$ cat config.mk
export PLATFORM = sky130hd
export DESIGN_NAME = ram_dma_flat
export DESIGN_NICKNAME = d
export VERILOG_FILES = /design/src/rtl/ram_dma_pkg.sv /design/src/rtl/ram_dma_if.sv /design/src/rtl/ram_dma.sv /design/src/flat_wrapper.sv
export SDC_FILE = /design/constraint.sdc
export NUM_CORES = 1
export LEC_CHECK = 0
export BUFFER_PORTS_ARGS = -buffer_cell sky130_fd_sc_hd__buf_2
export CORE_UTILIZATION = 56
export CTS_BUF_LIST = sky130_fd_sc_hd__clkbuf_4 sky130_fd_sc_hd__clkbuf_8 sky130_fd_sc_hd__clkbuf_16
export CTS_CLUSTER_DIAMETER = 150
export DETAILED_ROUTE_END_ITERATION = 10
export GPL_TIMING_DRIVEN = 1
export PLACE_DENSITY = 0.86
export SLEW_MARGIN = 20
export SYNTH_ARGS = -nofsm -noshare
export SYNTH_HDL_FRONTEND = slang
export SYNTH_SLANG_ARGS = --single-unit
$ cat constraint.sdc
create_clock -name clk -period 5 [get_ports clk]
set_clock_uncertainty 0.05 [all_clocks]
set_input_delay 0.75 -clock clk [delete_from_list [all_inputs] [get_ports clk]]
set_output_delay 0.75 -clock clk [all_outputs]
set_load 0.02 [all_outputs]
$ cat src/rtl/ram_dma_pkg.sv
// ram_dma_pkg: shared state and mode encodings for the RAM DMA engine
package ram_dma_pkg;
  typedef enum logic [1:0] {IDLE, RD, WR, DONE} state_t;
  typedef enum logic {MODE_COPY = 1'b0, MODE_FILL = 1'b1} mode_t;
endpackage

$ cat src/rtl/ram_dma_if.sv
// ram_dma_if: single-port synchronous RAM bus between the DMA engine and the RAM
interface ram_dma_if #(
  parameter int ADDR_WIDTH = 16,
  parameter int DATA_WIDTH = 16
);
  logic [ADDR_WIDTH-1:0] mem_addr;
  logic [DATA_WIDTH-1:0] mem_din;
  logic [DATA_WIDTH-1:0] mem_dout;
  logic                  mem_we;
  modport master (output mem_addr, mem_din, mem_we, input mem_dout);
  modport slave  (input mem_addr, mem_din, mem_we, output mem_dout);
endinterface

$ cat src/rtl/ram_dma.sv
// ram_dma: COPY/FILL bus-master engine for a single-port synchronous RAM
module ram_dma
  import ram_dma_pkg::*;
#(
  parameter int ADDR_WIDTH = 16,
  parameter int DATA_WIDTH = 16,
  parameter int LEN_WIDTH  = ADDR_WIDTH + 1
) (
  input  logic                  clk,
  input  logic                  reset_n,
  input  logic                  start,
  input  logic                  mode,
  input  logic [ADDR_WIDTH-1:0] src_addr,
  input  logic [ADDR_WIDTH-1:0] dst_addr,
  input  logic [LEN_WIDTH-1:0]  len,
  input  logic [DATA_WIDTH-1:0] fill_value,
  output logic                  busy,
  output logic                  done,
  ram_dma_if.master             mem
);
  state_t                state, state_n;
  mode_t                 mode_q;
  logic [ADDR_WIDTH-1:0] src_ptr, dst_ptr;
  logic [LEN_WIDTH-1:0]  remaining;
  logic [DATA_WIDTH-1:0] fill_q;
  logic                  accept;
  always_comb begin
    busy = state == RD || state == WR;
    done = state == DONE;
    accept = start && !busy;
    mem.mem_we = state == WR;
    mem.mem_addr = state == RD ? src_ptr : state == WR ? dst_ptr : '0;
    mem.mem_din = state == WR ? (mode_q == MODE_COPY ? mem.mem_dout : fill_q) : '0;
  end
  always_comb begin
    state_n = state;
    if (accept) state_n = len == '0 ? DONE : mode_t'(mode) == MODE_FILL ? WR : RD;
    else if (state == DONE) state_n = IDLE;
    else if (state == RD) state_n = WR;
    else if (state == WR) state_n = remaining == LEN_WIDTH'(1) ? DONE : mode_q == MODE_FILL ? WR : RD;
  end
  always_ff @(posedge clk or negedge reset_n) begin
    if (!reset_n) begin
      state     <= IDLE;
      mode_q    <= MODE_COPY;
      src_ptr   <= '0;
      dst_ptr   <= '0;
      remaining <= '0;
      fill_q    <= '0;
    end else begin
      state <= state_n;
      if (accept) begin
        mode_q    <= mode_t'(mode);
        src_ptr   <= src_addr;
        dst_ptr   <= dst_addr;
        remaining <= len;
        fill_q    <= fill_value;
      end else if (state == WR) begin
        // pointers wrap naturally at the address width
        src_ptr   <= src_ptr + 1'b1;
        dst_ptr   <= dst_ptr + 1'b1;
        remaining <= remaining - 1'b1;
      end
    end
  end
endmodule

$ cat src/flat_wrapper.sv
// flat-port wrapper written by rule: the top's interface ports become plain ports
module ram_dma_flat import ram_dma_pkg::*;
#(
  parameter int ADDR_WIDTH = 16,
  parameter int DATA_WIDTH = 16,
  parameter int LEN_WIDTH  = ADDR_WIDTH + 1
)
  (clk, reset_n, start, mode, src_addr, dst_addr, len, fill_value, busy, done, mem_mem_addr, mem_mem_din, mem_mem_we, mem_mem_dout);
  ram_dma_if #(.ADDR_WIDTH(ADDR_WIDTH), .DATA_WIDTH(DATA_WIDTH)) mem_i ();
  input  logic clk;
  input  logic reset_n;
  input  logic start;
  input  logic mode;
  input  logic [ADDR_WIDTH-1:0] src_addr;
  input  logic [ADDR_WIDTH-1:0] dst_addr;
  input  logic [LEN_WIDTH-1:0] len;
  input  logic [DATA_WIDTH-1:0] fill_value;
  output logic busy;
  output logic done;
  output wire logic [$bits(mem_i.mem_addr)-1:0] mem_mem_addr;
  output wire logic [$bits(mem_i.mem_din)-1:0] mem_mem_din;
  output wire logic [$bits(mem_i.mem_we)-1:0] mem_mem_we;
  input wire logic [$bits(mem_i.mem_dout)-1:0] mem_mem_dout;
  assign mem_mem_addr = mem_i.mem_addr;
  assign mem_mem_din = mem_i.mem_din;
  assign mem_mem_we = mem_i.mem_we;
  assign mem_i.mem_dout = mem_mem_dout;
  ram_dma #(.ADDR_WIDTH(ADDR_WIDTH), .DATA_WIDTH(DATA_WIDTH), .LEN_WIDTH(LEN_WIDTH)) u_core (.clk(clk), .reset_n(reset_n), .start(start), .mode(mode), .src_addr(src_addr), .dst_addr(dst_addr), .len(len), .fill_value(fill_value), .busy(busy), .done(done), .mem(mem_i));
endmodule
* Word level (Yosys, flattened, before mapping)
Cells that the tools add are included.
** Word-level totals
- Flip-flop bits (word level) :: 68
- Input bits :: 85
- Output and inout port bits :: 35
- Word-level logic and storage cells :: 37
** Cells by class
- $add $sub $neg :: 3
- Eq/ne operators :: 4
- Mux-type cells :: 18
- Reduce and logical (&&, ||, !) cells :: 6
** Operators by type and width (count)
- $mux 16 :: 8
- $mux 17 :: 2
- $add 16x1->16 const B :: 2
- $eq 17x1->1 const B :: 1
- $logic_not 17->1 :: 1
- $sub 17x1->17 const B :: 1
- $mux 2 :: 8
- $eq 2x2->1 const B :: 2
- $reduce_bool 4->1 :: 1
- $eq 2x1->1 const B :: 1
- $reduce_bool 2->1 :: 1
- $logic_and 1x1->1 :: 1
- $logic_not 1->1 :: 1
- $logic_or 1x1->1 :: 1

* Longest topological paths before layout
Gate-level depths: netlist of the first run.
- Depth in word-level cells :: 6
- Depth in mapped cells :: 7
- Mapped depth without buffers :: 6

* Worst setup path after synthesis of the first run
Ideal clock, no wire load.
- Kind :: flip-flop to output port
- Start point :: register u_core.state[0]
- End point :: output mem_mem_addr[2]
- Arrival :: 1.943 ns
- Required time :: 4.200 ns
- Setup slack :: 2.257 ns
- Stages on the path, launching flop included :: 7
- Path buffers :: 2
- Path through :: dfrtp_1 -> inv_1 -> ha_1 -> buf_4 -> clkbuf_1 -> nand2_1 -> o21ai_0
** Between the ends
- Cells in the longest elaborated chain, start to end :: 3
- Elaborated cells on any way between the ends :: 4
- Classes of those cells :: 2 x eq/ne; 2 x mux
** Ends and longest elaborated chain
- from (decl) :: RTL line ram_dma.sv:21 : state_t state, state_n;
- from (signal assigned) :: RTL line ram_dma.sv:51 : state <= state_n;
- $eq 2x2->1
- net mem_mem_we :: RTL line flat_wrapper.sv:22 : output wire logic [$bits(mem_i.mem_we)-1:0] mem_mem_we;
- $mux 16 (2 in a row) :: RTL line ram_dma.sv:32 : mem.mem_addr = state == RD ? src_ptr : state == WR ? dst_ptr : '0;
- to (decl) :: RTL line flat_wrapper.sv:20 : output wire logic [$bits(mem_i.mem_addr)-1:0] mem_mem_addr;
The timed path passes the listed nets, and every way through them passes these cells.

* Worst setup path after layout of the first run
- Start point :: register u_core.state[0]
- End point :: output mem_mem_addr[12]
** Between the ends
- Cells in the longest elaborated chain, start to end :: 3
- Elaborated cells on any way between the ends :: 4
- Classes of those cells :: 2 x eq/ne; 2 x mux
** Ends and longest elaborated chain (RTL line)
- $eq 2x2->1 :: ram_dma.sv:32
- $mux 16 :: ram_dma.sv:32
- $mux 16 * :: ram_dma.sv:32
Mark *: on every way between the ends. The rest lies on a longest branch, timed or not.

==> results of run 1 <==
-- metrics by stage --
step | setup slack, ns | total power, W | cell area [um2]
final | 1.52 | 0.00317 | 4840
after global routing | 1.31 | 0.00342 | 4840
after CTS | 1.53 | 0.00316 | 4840
after detailed placement | 1.90 | 0.00276 | 4680
after global placement | 2.06 | 0.00268 | 4680
after floorplan | 2.26 | 0.00229 | 4030
-- area by class of cell --
| cell class | instances | share of cell area (%) |
|---|---|---|
| Tap cell | 96 | 2.48 |
| Timing Repair Buffer | 123 | 12.9 |
| Sequential cell | 68 | 35.2 |
| Multi-Input combinational cell | 376 | 45.2 |
| Inverter | 12 | 0.930 |
| Clock inverter | 3 | 0.310 |
| Clock buffer | 11 | 3.00 |
-- worst max-delay path, cell delays in order, from the launching register on --
cell,delay (ns)
dfrtp_1,0.43
inv_1,0.09
ha_1,0.16
buf_4,0.28
inv_2,0.21
nor2_1,0.74
a22o_1,0.25
buf_2,0.17
-- power by group through the flow --
stage | clock network, W | registers [W] | logic [W]
after detailed placement | 0 | 0.00118 | 0.00158
after global placement | 0 | 0.00117 | 0.00151
after global routing | 0.000421 | 0.00122 | 0.00178
after CTS | 0.000395 | 0.00118 | 0.00159
after floorplan | 0 | 0.00105 | 0.00124
final | 0.000393 | 0.00119 | 0.00159
-- layer usage --
layer / vias to the layer above / wire, um / GRT usage (%)
met5: - / 0 / 0
met4: 0 / 156 / 11.4
met3: 15 / 534 / 4.57
met2: 132 / 5140 / 48.4
met1: 1832 / 4440 / 37.1
li1: 1893 / - / -
-- cells by family (layout without fill, tap and decap cells) --
group	Yosys count	after routing
simple gates	236	236
compound gates	78	78
flops	68	68
buf+inv	35	149
xor+xnor	32	32
mux	23	23
fa+ha+maj	7	7
-- layout by cell type, fill, tap and decap left out, types with 2 or more instances in the layout --
cell type | synthesis | layout
xor2_1 | 13 | 13
or3_1 | 4 | 4
nor4_1 | 10 | 10
nand4_1 | 12 | 12
or2_2 | 3 | 3
nand2b_1 | 2 | 2
nand4b_1 | 2 | 2
a31oi_1 | 9 | 9
nand2_1 | 122 | 122
inv_1 | 11 | 11
o21ai_0 | 40 | 40
mux2_2 | 2 | 2
buf_2 | 1 | 119
buf_4 | 1 | 4
clkinv_2 | 0 | 3
a22o_1 | 14 | 14
nor2_1 | 39 | 39
clkbuf_8 | 0 | 10
dfrtp_1 | 68 | 68
nand3_1 | 10 | 10
ha_1 | 7 | 7
mux2i_1 | 21 | 21
or4_1 | 8 | 8
xnor2_1 | 19 | 19
a21oi_1 | 2 | 2
o31ai_1 | 6 | 6
nor3_1 | 12 | 12
o211ai_1 | 4 | 4
-- worst max path at each step --
stage | slack (ns) | start | cells after the start | to
2_1_floorplan | 2.26 | u_core.state[0]$_DFFE_PN0P_ | 6 | mem_mem_addr[2]
3_3_place_gp | 2.06 | u_core.state[0]$_DFFE_PN0P_ | 7 | mem_mem_addr[15]
3_5_place_dp | 1.90 | u_core.state[0]$_DFFE_PN0P_ | 7 | mem_mem_addr[6]
4_1_cts | 1.53 | u_core.state[0]$_DFFE_PN0P_ | 7 | mem_mem_addr[6]
5_1_grt | 1.31 | u_core.state[0]$_DFFE_PN0P_ | 7 | mem_mem_addr[10]
6_report | 1.52 | u_core.state[0]$_DFFE_PN0P_ | 7 | mem_mem_addr[12]
-- sequential cells by signal, summed over array words and instances, names as in the netlist --
name and flops:
u_core.remaining 17, u_core.dst_ptr 16, u_core.fill_q 16, u_core.src_ptr 16, u_core.state 2, u_core.mode_q 1
==> key figures, run 1 <==
Outcome
  – Outcome: complete, no violations

Final layout
  – Post-layout nets: between 600 and 700
  – Sequential cell area: approximately 1700 um2
  – Layout cells sized above 1: 25.1%
  – Fin cells: around 700
  – Final Util: between 70% and 80%
  – Area of the multi-input gates: between 2000 and 2500 um2
  – Syn-to-layout area delta: 20.3%
  – Ant. Diodes: 0
  – Filler Cell Count: about 600

CTS
  – Setup Fix Bufs, Post-CTS: 0
  – Deepest clock path buffer count: 2
  – Post-CTS Hold Buffers: 0
  – CTS root buf: clkbuf_8
  – Worst-path clk slew: roughly 0.07 ns
  – CTS tree: built
  – Clock latency on the worst-skew pair: between 0.3 and 0.4 ns
  – Cts repair resizes: 0
  – CTS Buf Count: 9
  – CTS sink count: roughly 70
  – H-tree depth: 3

STA
  – Tcrit/Tclk final: between 60% and 70%
  – Post-route minimum period: approximately 3.5 ns
  – Total negative slack: 0 ns
  – Unrepaired setup endpoints after global routing: no
  – Final setup fails: 0
  – Worst hold margin: 0.439 ns
  – Worst-Margin Slew: roughly 0.95 ns
  – Max Fclk: 0.287 GHz
  – Relative slew slack: about 37%
  – Hold Vio Cnt, Final: 0
  – Max Slew Vio Count: 0

Synthesis
  – Synth warnings: 0
  – Mapped Area: a little over 4000 um2
  – Post-synth top flop: dfrtp_1
  – Synth top area cells: dfrtp_1 42%, nand2_1 11%, mux2i_1 5.2%
  – Mean area per synthesized cell: around 8.4 um2
  – Most frequent cell after synthesis: nand2_1
  – Unique cell type count in the Yosys netlist: 44
  – Area leader, netlist: dfrtp_1
  – Share of flip-flops with an asynchronous set or reset: 100%
  – Post-synthesis mux area share: roughly 5.8%
  – Synth Instances: between 400 and 500
  – Post-synthesis xor/xnor area fraction: about 7%
  – Top post-synthesis cells by count: 122 x nand2_1, 68 x dfrtp_1, 40 x o21ai_0
  – Simple-gate portion of the synthesized area: 27.3%
  – Post-synth net total: about 570
  – Adder-cell share of the synthesized area: under 10%
  – Sequential area share after synthesis: roughly 42%
  – Number of enable flip-flop cells after synthesis: 0
  – Combinational family with the most area after synthesis: simple AND/OR/NAND/NOR gates
  – Post-synth top area share: about 42%
  – Post-synthesis register bit count: 68
  – Synth Area in Compound Gates: between 10% and 20%

Pwr
  – Int Pwr: ~0.0017 W
  – Logic pwr share: between 50% and 60%
  – VDD IR max: about 0.41 mV
  – Clock share of power: 12.4%
  – Power per cell area: between 600 and 700 nW/um2
  – Sw Pwr: between 0.0015 and 0.002 W
  – Seq pwr share: a little under two fifths
  – Sw Share: a little under half
  – Pleak: 2.23 nW

Route
  – WL per Instance: 14.9 um
  – Routed wire length: 10300 um
  – Via density: approximately 5.6
  – Vias: 3872
  – Drt first pass iters: 5
  – Routed Antenna Nets: 0
  – DRT iter0 DRCs: around 290
  – # DRC: 0

Worst setup path
  – Crit Reg-Reg Startpoint: u_core.state[0]$_DFFE_PN0P_
  – Critical path arrival: around 2.7 ns
  – Worst r2r path cells: 7
  – Critical R2R Capture: u_core.remaining[15]$_DFFE_PN0P_
  – Reg2Reg Setup Slack: roughly 2.4 ns
  – Crit path launch type: flop
  – Setup CP Type: reg -> out
  – CP Max Fanout: 24
  – Setup crit end kind: output pin
  – Worst EP required: around 4.2 ns

Global route
  – Largest net degree at the start of global routing: a little under 70
  – First-pass GRT wire length: 16800 um
  – Initial antenna violation count: 0
  – GRT overflow: 0
  – GRT Total Usage: 28.8%
  – Vias in the first global route: 3689

Min path
  – Worst hold endpoint: u_core.fill_q[5]$_DFFE_PN0P_
  – Hold depth: 2
  – Hold Crit Start: u_core.fill_q[5]$_DFFE_PN0P_
  – Hold WC Path Type: reg -> reg

Floorplan
  – CORE AREA: slightly below 7000 um2
  – I/O pin total: 120
  – DIE WIDTH: between 80 and 90 um
  – Core Rows: 30
  – Die area: about 7500 um2
  – Die height: just under 90 um
  – Initial Utilization: between 50% and 60%

Placement
  – Final GP Congestion: approximately 0.86
  – Placed cells: 675
  – IO Port Bufs: about 120
  – DP Wirelength: approximately 7400 um

Flow run
  – MaxCap Viol Count: 0
Power figures use the tool's default switching activity.
==> run 2, diff against run 1 <==
ABC_AREA = 1   (was not set)
CORE_UTILIZATION = 54   (was 56)
PLACE_DENSITY = 0.81   (was 0.86)
clock period = 3.5 ns   (was 5 ns; I/O delays follow)
==> run 2 against run 1 <==
Wire length grew 20%. Count of clock-buffer cells in the layout rose by 1. Synthesized cell count grew 43%. Die area grew 18%. Critical path depth decreased by 2. Sequential share of layout area down 3.9 points. Clock power increased by 76%. Critical path type unchanged. Largest cell class unchanged. Largest power group unchanged. Highest routed layer unchanged.
==> key figures, run 2 <==
Pwr
  – Sw Pwr: 0.00264 W
  – Pleak: approximately 2.8 nW
  – Int Pwr: around 0.0025 W
  – Logic pwr share: a little under three fifths
  – VDD IR max: roughly 0.48 mV
  – Clock share of power: approximately 13%
  – Power per cell area: ~950 nW/um2
  – Seq pwr share: between 30% and 40%
  – Sw Share: about half

CTS
  – H-tree depth: 3
  – CTS tree: built
  – Clock latency on the worst-skew pair: about 0.35 ns
  – Setup Fix Bufs, Post-CTS: 0
  – Deepest clock path buffer count: 2
  – CTS Buf Count: 9
  – CTS sink count: just under 70
  – Worst-path clk slew: approximately 0.080 ns
  – Post-CTS Hold Buffers: 0
  – Cts repair resizes: 0
  – CTS root buf: clkbuf_8

Floorplan
  – DIE WIDTH: roughly 94 um
  – Die area: 8870 um2
  – Initial Utilization: between 50% and 60%
  – Die height: 94.2 um
  – I/O pin total: between 100 and 150
  – CORE AREA: 8220 um2
  – Core Rows: 33

Route
  – Vias: roughly 4800
  – DRT iter0 DRCs: roughly 270
  – WL per Instance: about 14 um
  – Routed wire length: 12400 um
  – Via density: 5.26
  – Drt first pass iters: 5
  – Routed Antenna Nets: 0
  – # DRC: 0

Synthesis
  – Mean area per synthesized cell: 6.68 um2
  – Post-synth top flop: dfrtp_1
  – Synth warnings: 0
  – Post-synth top area share: between 30% and 40%
  – Share of flip-flops with an asynchronous set or reset: 100%
  – Post-synth net total: a little under 800
  – Synth Instances: between 600 and 700
  – Unique cell type count in the Yosys netlist: 32
  – Top post-synthesis cells by count: 218 x nand2_1, 104 x nor2_1, 77 x inv_1
  – Area leader, netlist: dfrtp_1
  – Mapped Area: 4590 um2
  – Most frequent cell after synthesis: nand2_1
  – Synth top area cells: dfrtp_1 37%, nand2_1 18%, nor2_1 8.5%
  – Sequential area share after synthesis: 37.1%
  – Post-synthesis register bit count: 68
  – Number of enable flip-flop cells after synthesis: 0

Global route
  – First-pass GRT wire length: around 21000 um
  – GRT overflow: 0
  – Largest net degree at the start of global routing: 56
  – Initial antenna violation count: 0
  – GRT Total Usage: 29.7%
  – Vias in the first global route: approximately 4700

STA
  – Post-route minimum period: about 2.8 ns
  – Relative slew slack: a little over a third
  – Max Slew Vio Count: 0
  – Worst-Margin Slew: ~0.97 ns
  – Unrepaired setup endpoints after global routing: no
  – Total negative slack: 0 ns
  – Tcrit/Tclk final: 80.5%
  – Max Fclk: between 0.3 and 0.4 GHz
  – Post-route setup slack: 0.684 ns
  – Hold Vio Cnt, Final: 0
  – Worst hold margin: 0.0725 ns
  – Final setup fails: 0

Final layout
  – Layout cells sized above 1: between 20% and 30%
  – Most frequent cells in the layout: 218 x nand2_1, 119 x buf_2, 104 x nor2_1
  – Max FFs per register: 17
  – Ant. Diodes: 0
  – Most common cell after layout, fill and taps aside: nand2_1
  – Syn-to-layout area delta: 18.5%
  – Final Util: roughly 66%
  – Register with the most flip-flops: u_core.remaining
  – Post-layout nets: 891
  – Filler Cell Count: 767

Worst setup path
  – Setup crit end kind: output pin
  – Slowest CP cell: ha_1
  – Setup CP Type: reg -> out
  – Worst-path cell chain: inv_1 > ha_1 > nand2_1 > o22ai_1 > buf_2
  – CP peak stage delay: between 0.4 and 0.5 ns
  – CP Max Fanout: 13
  – Worst EP required: 2.92 ns
  – Critical path arrival: 2.24 ns
  – Crit path launch type: flop

Flow run
  – MaxCap Viol Count: 0

Min path
  – Hold WC Path Type: in -> async

Outcome
  – Outcome: complete, no violations

Placement
  – IO Port Bufs: around 120
  – Pre-CTS setup slack: 0.970 ns
  – DP Wirelength: between 9000 and 10000 um
  – Final GP Congestion: 0.885
-- run 2: layout make-up --
class / count / area, um2 / area share (%)
Clock buffer: 12 / 159 / 2.92
Timing Repair Buffer: 124 / 633 / 11.6
Multi-Input combinational cell: 514 / 2460 / 45.2
Tap cell: 105 / 131 / 2.41
Sequential cell: 68 / 1700 / 31.3
Inverter: 82 / 308 / 5.66
Clock inverter: 4 / 47.5 / 0.874
-- run 2: power by group through the flow --
stage | sequential [W] | clock (W) | combinational (W)
floorplan | 0.00144 | 0 | 0.00224
finish | 0.00155 | 0.000690 | 0.00290
global route | 0.00161 | 0.000725 | 0.00329
detailed placement | 0.00155 | 0 | 0.00288
CTS | 0.00154 | 0.000693 | 0.00290
global placement | 0.00154 | 0 | 0.00279
-- run 2: worst paths after layout --
| check | from | endpoint | cells after the start | slack [ns] |
|---|---|---|---|---|
| max | u_core.state[0]$_DFFE_PN0P_ | mem_mem_addr[7] | 5 | 0.68 |
| min | reset_n | u_core.src_ptr[12]$_DFFE_PN0P_ | 1 | 0.07 |
| max reg2reg | u_core.state[0]$_DFFE_PN0P_ | u_core.state[0]$_DFFE_PN0P_ | 8 | 0.94 |
| min reg2reg | u_core.fill_q[14]$_DFFE_PN0P_ | u_core.fill_q[14]$_DFFE_PN0P_ | 2 | 0.44 |
| max in group asynchronous | reset_n | u_core.fill_q[5]$_DFFE_PN0P_ | 2 | 2.56 |
| min in group clk | fill_value[1] | u_core.fill_q[1]$_DFFE_PN0P_ | 3 | 0.32 |
-- run 2: critical path, delay by kind of cell (launching register included) --
kind / cells / cell delay, ns
adders and majority gates: 1 / 0.49
AOI/OAI and AO/OA: 1 / 0.27
DFF: 1 / 0.43
and+or+nand+nor: 1 / 0.40
buffers and inverters: 2 / 0.31
-- run 2: cell families after synthesis --
| family | after synthesis | share of synthesized area (%) |
|---|---|---|
| AND/OR/NAND/NOR | 392 | 36.0 |
| buffers and inverters | 105 | 9.35 |
| AO/OA/AOI/OAI | 96 | 12.0 |
| flip-flops | 68 | 37.1 |
| XOR/XNOR | 19 | 3.62 |
| adder cells (fa/ha/maj) | 7 | 1.91 |
-- run 2: metal layers --
| metal | GRT usage (%) | routed length, um | vias to the layer above |
|---|---|---|---|
| met5 | 0 | 0 | - |
| li1 | - | - | 2390 |
| met2 | 51.0 | 6060 | 193 |
| met1 | 37.0 | 5240 | 2182 |
| met4 | 10.1 | 179 | 0 |
| met3 | 5.66 | 884 | 19 |
-- run 2: metrics by stage --
step	area (um2)	std cells	power, W
finish	5440	909	0.00515
global route	5440	909	0.00563
detailed placement	5230	893	0.00444
global placement	5230	893	0.00433
CTS	5440	909	0.00514
floorplan	4590	687	0.00368
==> run 3, diff against run 2 <==
CORE_UTILIZATION = 49   (was 54)
PLACE_DENSITY = 0.78   (was 0.81)
clock period = 2.4 ns   (was 3.5 ns; I/O delays follow)
==> run 3 against run 2 <==
Critical path depth is the same. Final cell count grew 1.1%. Register-to-register slack lost 0.57 ns. Count of clock-buffer cells in the layout shrank 1. Wire length grew 2.9%. Combinational power grew 52%. Setup slack lost 0.55 ns. Largest cell class unchanged. Largest power group unchanged.
==> key figures, run 3 (synthesis gave the netlist of run 2 again) <==
Outcome
  – Outcome: complete, no violations

Route
  – Via density: ~5.3
  – Vias: a little under 5000
  – # DRC: 0
  – Routed Antenna Nets: 0
  – Drt first pass iters: 5
  – WL per Instance: ~14 um
  – Routed wire length: approximately 13000 um
  – DRT iter0 DRCs: approximately 260

Final layout
  – Ant. Diodes: 0
  – Register with the most flip-flops: u_core.remaining
  – Post-layout nets: 898
  – Final Util: 62.0%
  – Layout cells sized above 1: a little over a fifth
  – Most frequent cells in the layout: 217 x nand2_1, 119 x buf_2, 104 x nor2_1
  – Syn-to-layout area delta: 20.0%
  – Most common cell after layout, fill and taps aside: nand2_1
  – Max FFs per register: 17

Floorplan
  – Die area: roughly 9800 um2
  – Die height: ~99 um
  – I/O pin total: 120
  – Initial Utilization: 51.6%
  – CORE AREA: between 8000 and 9000 um2
  – DIE WIDTH: approximately 100 um
  – Core Rows: 34

Global route
  – GRT overflow: 0
  – Largest net degree at the start of global routing: between 50 and 60
  – Initial antenna violation count: 0
  – Vias in the first global route: roughly 4800
  – First-pass GRT wire length: 21400 um
  – GRT Total Usage: a little over a quarter

Min path
  – Hold depth: 3
  – Hold WC Path Type: in -> reg

Worst setup path
  – Worst r2r path cells: 8
  – Worst EP required: around 2.0 ns
  – CP peak stage delay: approximately 0.43 ns
  – Worst-path cell chain: inv_1 > ha_2 > nand2_2 > o22ai_1 > buf_2
  – CP Max Fanout: 13
  – Slowest CP cell: dfrtp_1
  – Setup crit end kind: output pin
  – Crit path launch type: flop
  – Critical path arrival: 1.86 ns
  – Setup CP Type: reg -> out

Pwr
  – Pleak: roughly 2.9 nW
  – Power per cell area: approximately 1400 nW/um2
  – Sw Pwr: between 0.003 and 0.004 W
  – Logic pwr share: a little under three fifths
  – VDD IR max: 0.679 mV
  – Int Pwr: 0.00373 W
  – Clock share of power: 13.3%
  – Sw Share: approximately half
  – Seq pwr share: between 20 and 30%

STA
  – Post-route minimum period: about 2.3 ns
  – Final setup fails: 0
  – Total negative slack: 0 ns
  – Hold Vio Cnt, Final: 0
  – Tcrit/Tclk final: a little over nine tenths
  – Max Slew Vio Count: 0
  – Relative slew slack: between 60% and 70%
  – Worst-Margin Slew: between 0.5 and 0.6 ns
  – Unrepaired setup endpoints after global routing: no
  – Max Fclk: 0.441 GHz

Flow run
  – MaxCap Viol Count: 0

CTS
  – Deepest clock path buffer count: 2
  – CTS tree: built
  – Setup Fix Bufs, Post-CTS: 0
  – Worst-path clk slew: roughly 0.08 ns
  – H-tree depth: 3
  – CTS sink count: between 60 and 70
  – Clock latency on the worst-skew pair: 0.36 ns
  – CTS root buf: clkbuf_8
  – CTS Buf Count: 9

Placement
  – Final GP Congestion: 0.900
  – DP Wirelength: between 9000 and 10000 um
  – IO Port Bufs: 119
run 3: through the flow:
| step | instances | hold WS [ns] | total power, W | setup slack, ns | cell area (um2) |
|---|---|---|---|---|---|
| 5_1_grt | 919 | 0.144 | 0.00832 | 0.0300 | 5510 |
| 6_report | 919 | 0.138 | 0.00767 | 0.130 | 5510 |
| 4_1_cts | 919 | 0.136 | 0.00765 | 0.0154 | 5510 |
| 3_5_place_dp | 902 | 0.191 | 0.00659 | 0.138 | 5280 |
| 3_3_place_gp | 902 | 0.180 | 0.00642 | 0.296 | 5280 |
| 2_1_floorplan | 687 | 0.0144 | 0.00537 | 0.360 | 4590 |
run 3: layout make-up:
cell class	instances	area [um2]
timing repair buffer	131	688
clock buffer	11	151
tap	108	135
multi-input combinational	514	2460
sequential	68	1700
inverter	82	310
clock inverter	5	58.8
fill	847	3380
run 3: critical path, delay by kind of cell (launching register included):
| kind | cells | cell delay, ns |
|---|---|---|
| AND/OR/NAND/NOR | 1 | 0.25 |
| buffers and inverters | 2 | 0.30 |
| adder cells (fa/ha/maj) | 1 | 0.32 |
| flip-flops | 1 | 0.43 |
| AO/OA/AOI/OAI | 1 | 0.21 |
run 3: path summary, 6_finish.rpt:
kind | slack (ns) | endpoint | startpoint
setup / recovery | 0.13 | mem_mem_addr[7] | u_core.state[0]$_DFFE_PN0P_
hold / removal | 0.14 | u_core.fill_q[10]$_DFFE_PN0P_ | fill_value[10]
setup reg to reg | 0.37 | u_core.src_ptr[10]$_DFFE_PN0P_ | u_core.state[0]$_DFFE_PN0P_
hold reg to reg | 0.43 | u_core.fill_q[10]$_DFFE_PN0P_ | u_core.fill_q[10]$_DFFE_PN0P_
max in group asynchronous | 1.28 | u_core.remaining[12]$_DFFE_PN0P_ | reset_n
min in group asynchronous | 0.33 | u_core.src_ptr[13]$_DFFE_PN0P_ | reset_n
run 3: timing repair:
| action | 4_1_cts | 5_1_grt |
|---|---|---|
| hold buffers | 1 | 0 |
| resized for setup | 1 | 3 |
| hold endpoints to repair | 8 | 0 |
| setup endpoints to repair | 13 | 33 |
run 3: power groups by stage:
stage | Sequential, W | Combinational [W] | Clock (W)
2_1_floorplan | 0.00211 | 0.00327 | 0
3_3_place_gp | 0.00221 | 0.00420 | 0
3_5_place_dp | 0.00225 | 0.00435 | 0
4_1_cts | 0.00224 | 0.00438 | 0.00102
5_1_grt | 0.00232 | 0.00493 | 0.00107
6_report | 0.00225 | 0.00440 | 0.00102
run 3: metal layers:
metal | global-route usage [%] | vias to the layer above | routed length, um
li1 | - | 2404 | -
met1 | 33.9 | 2289 | 5270
met2 | 48.7 | 191 | 6400
met3 | 4.47 | 16 | 871
met4 | 8.84 | 0 | 184
met5 | 0 | - | 0
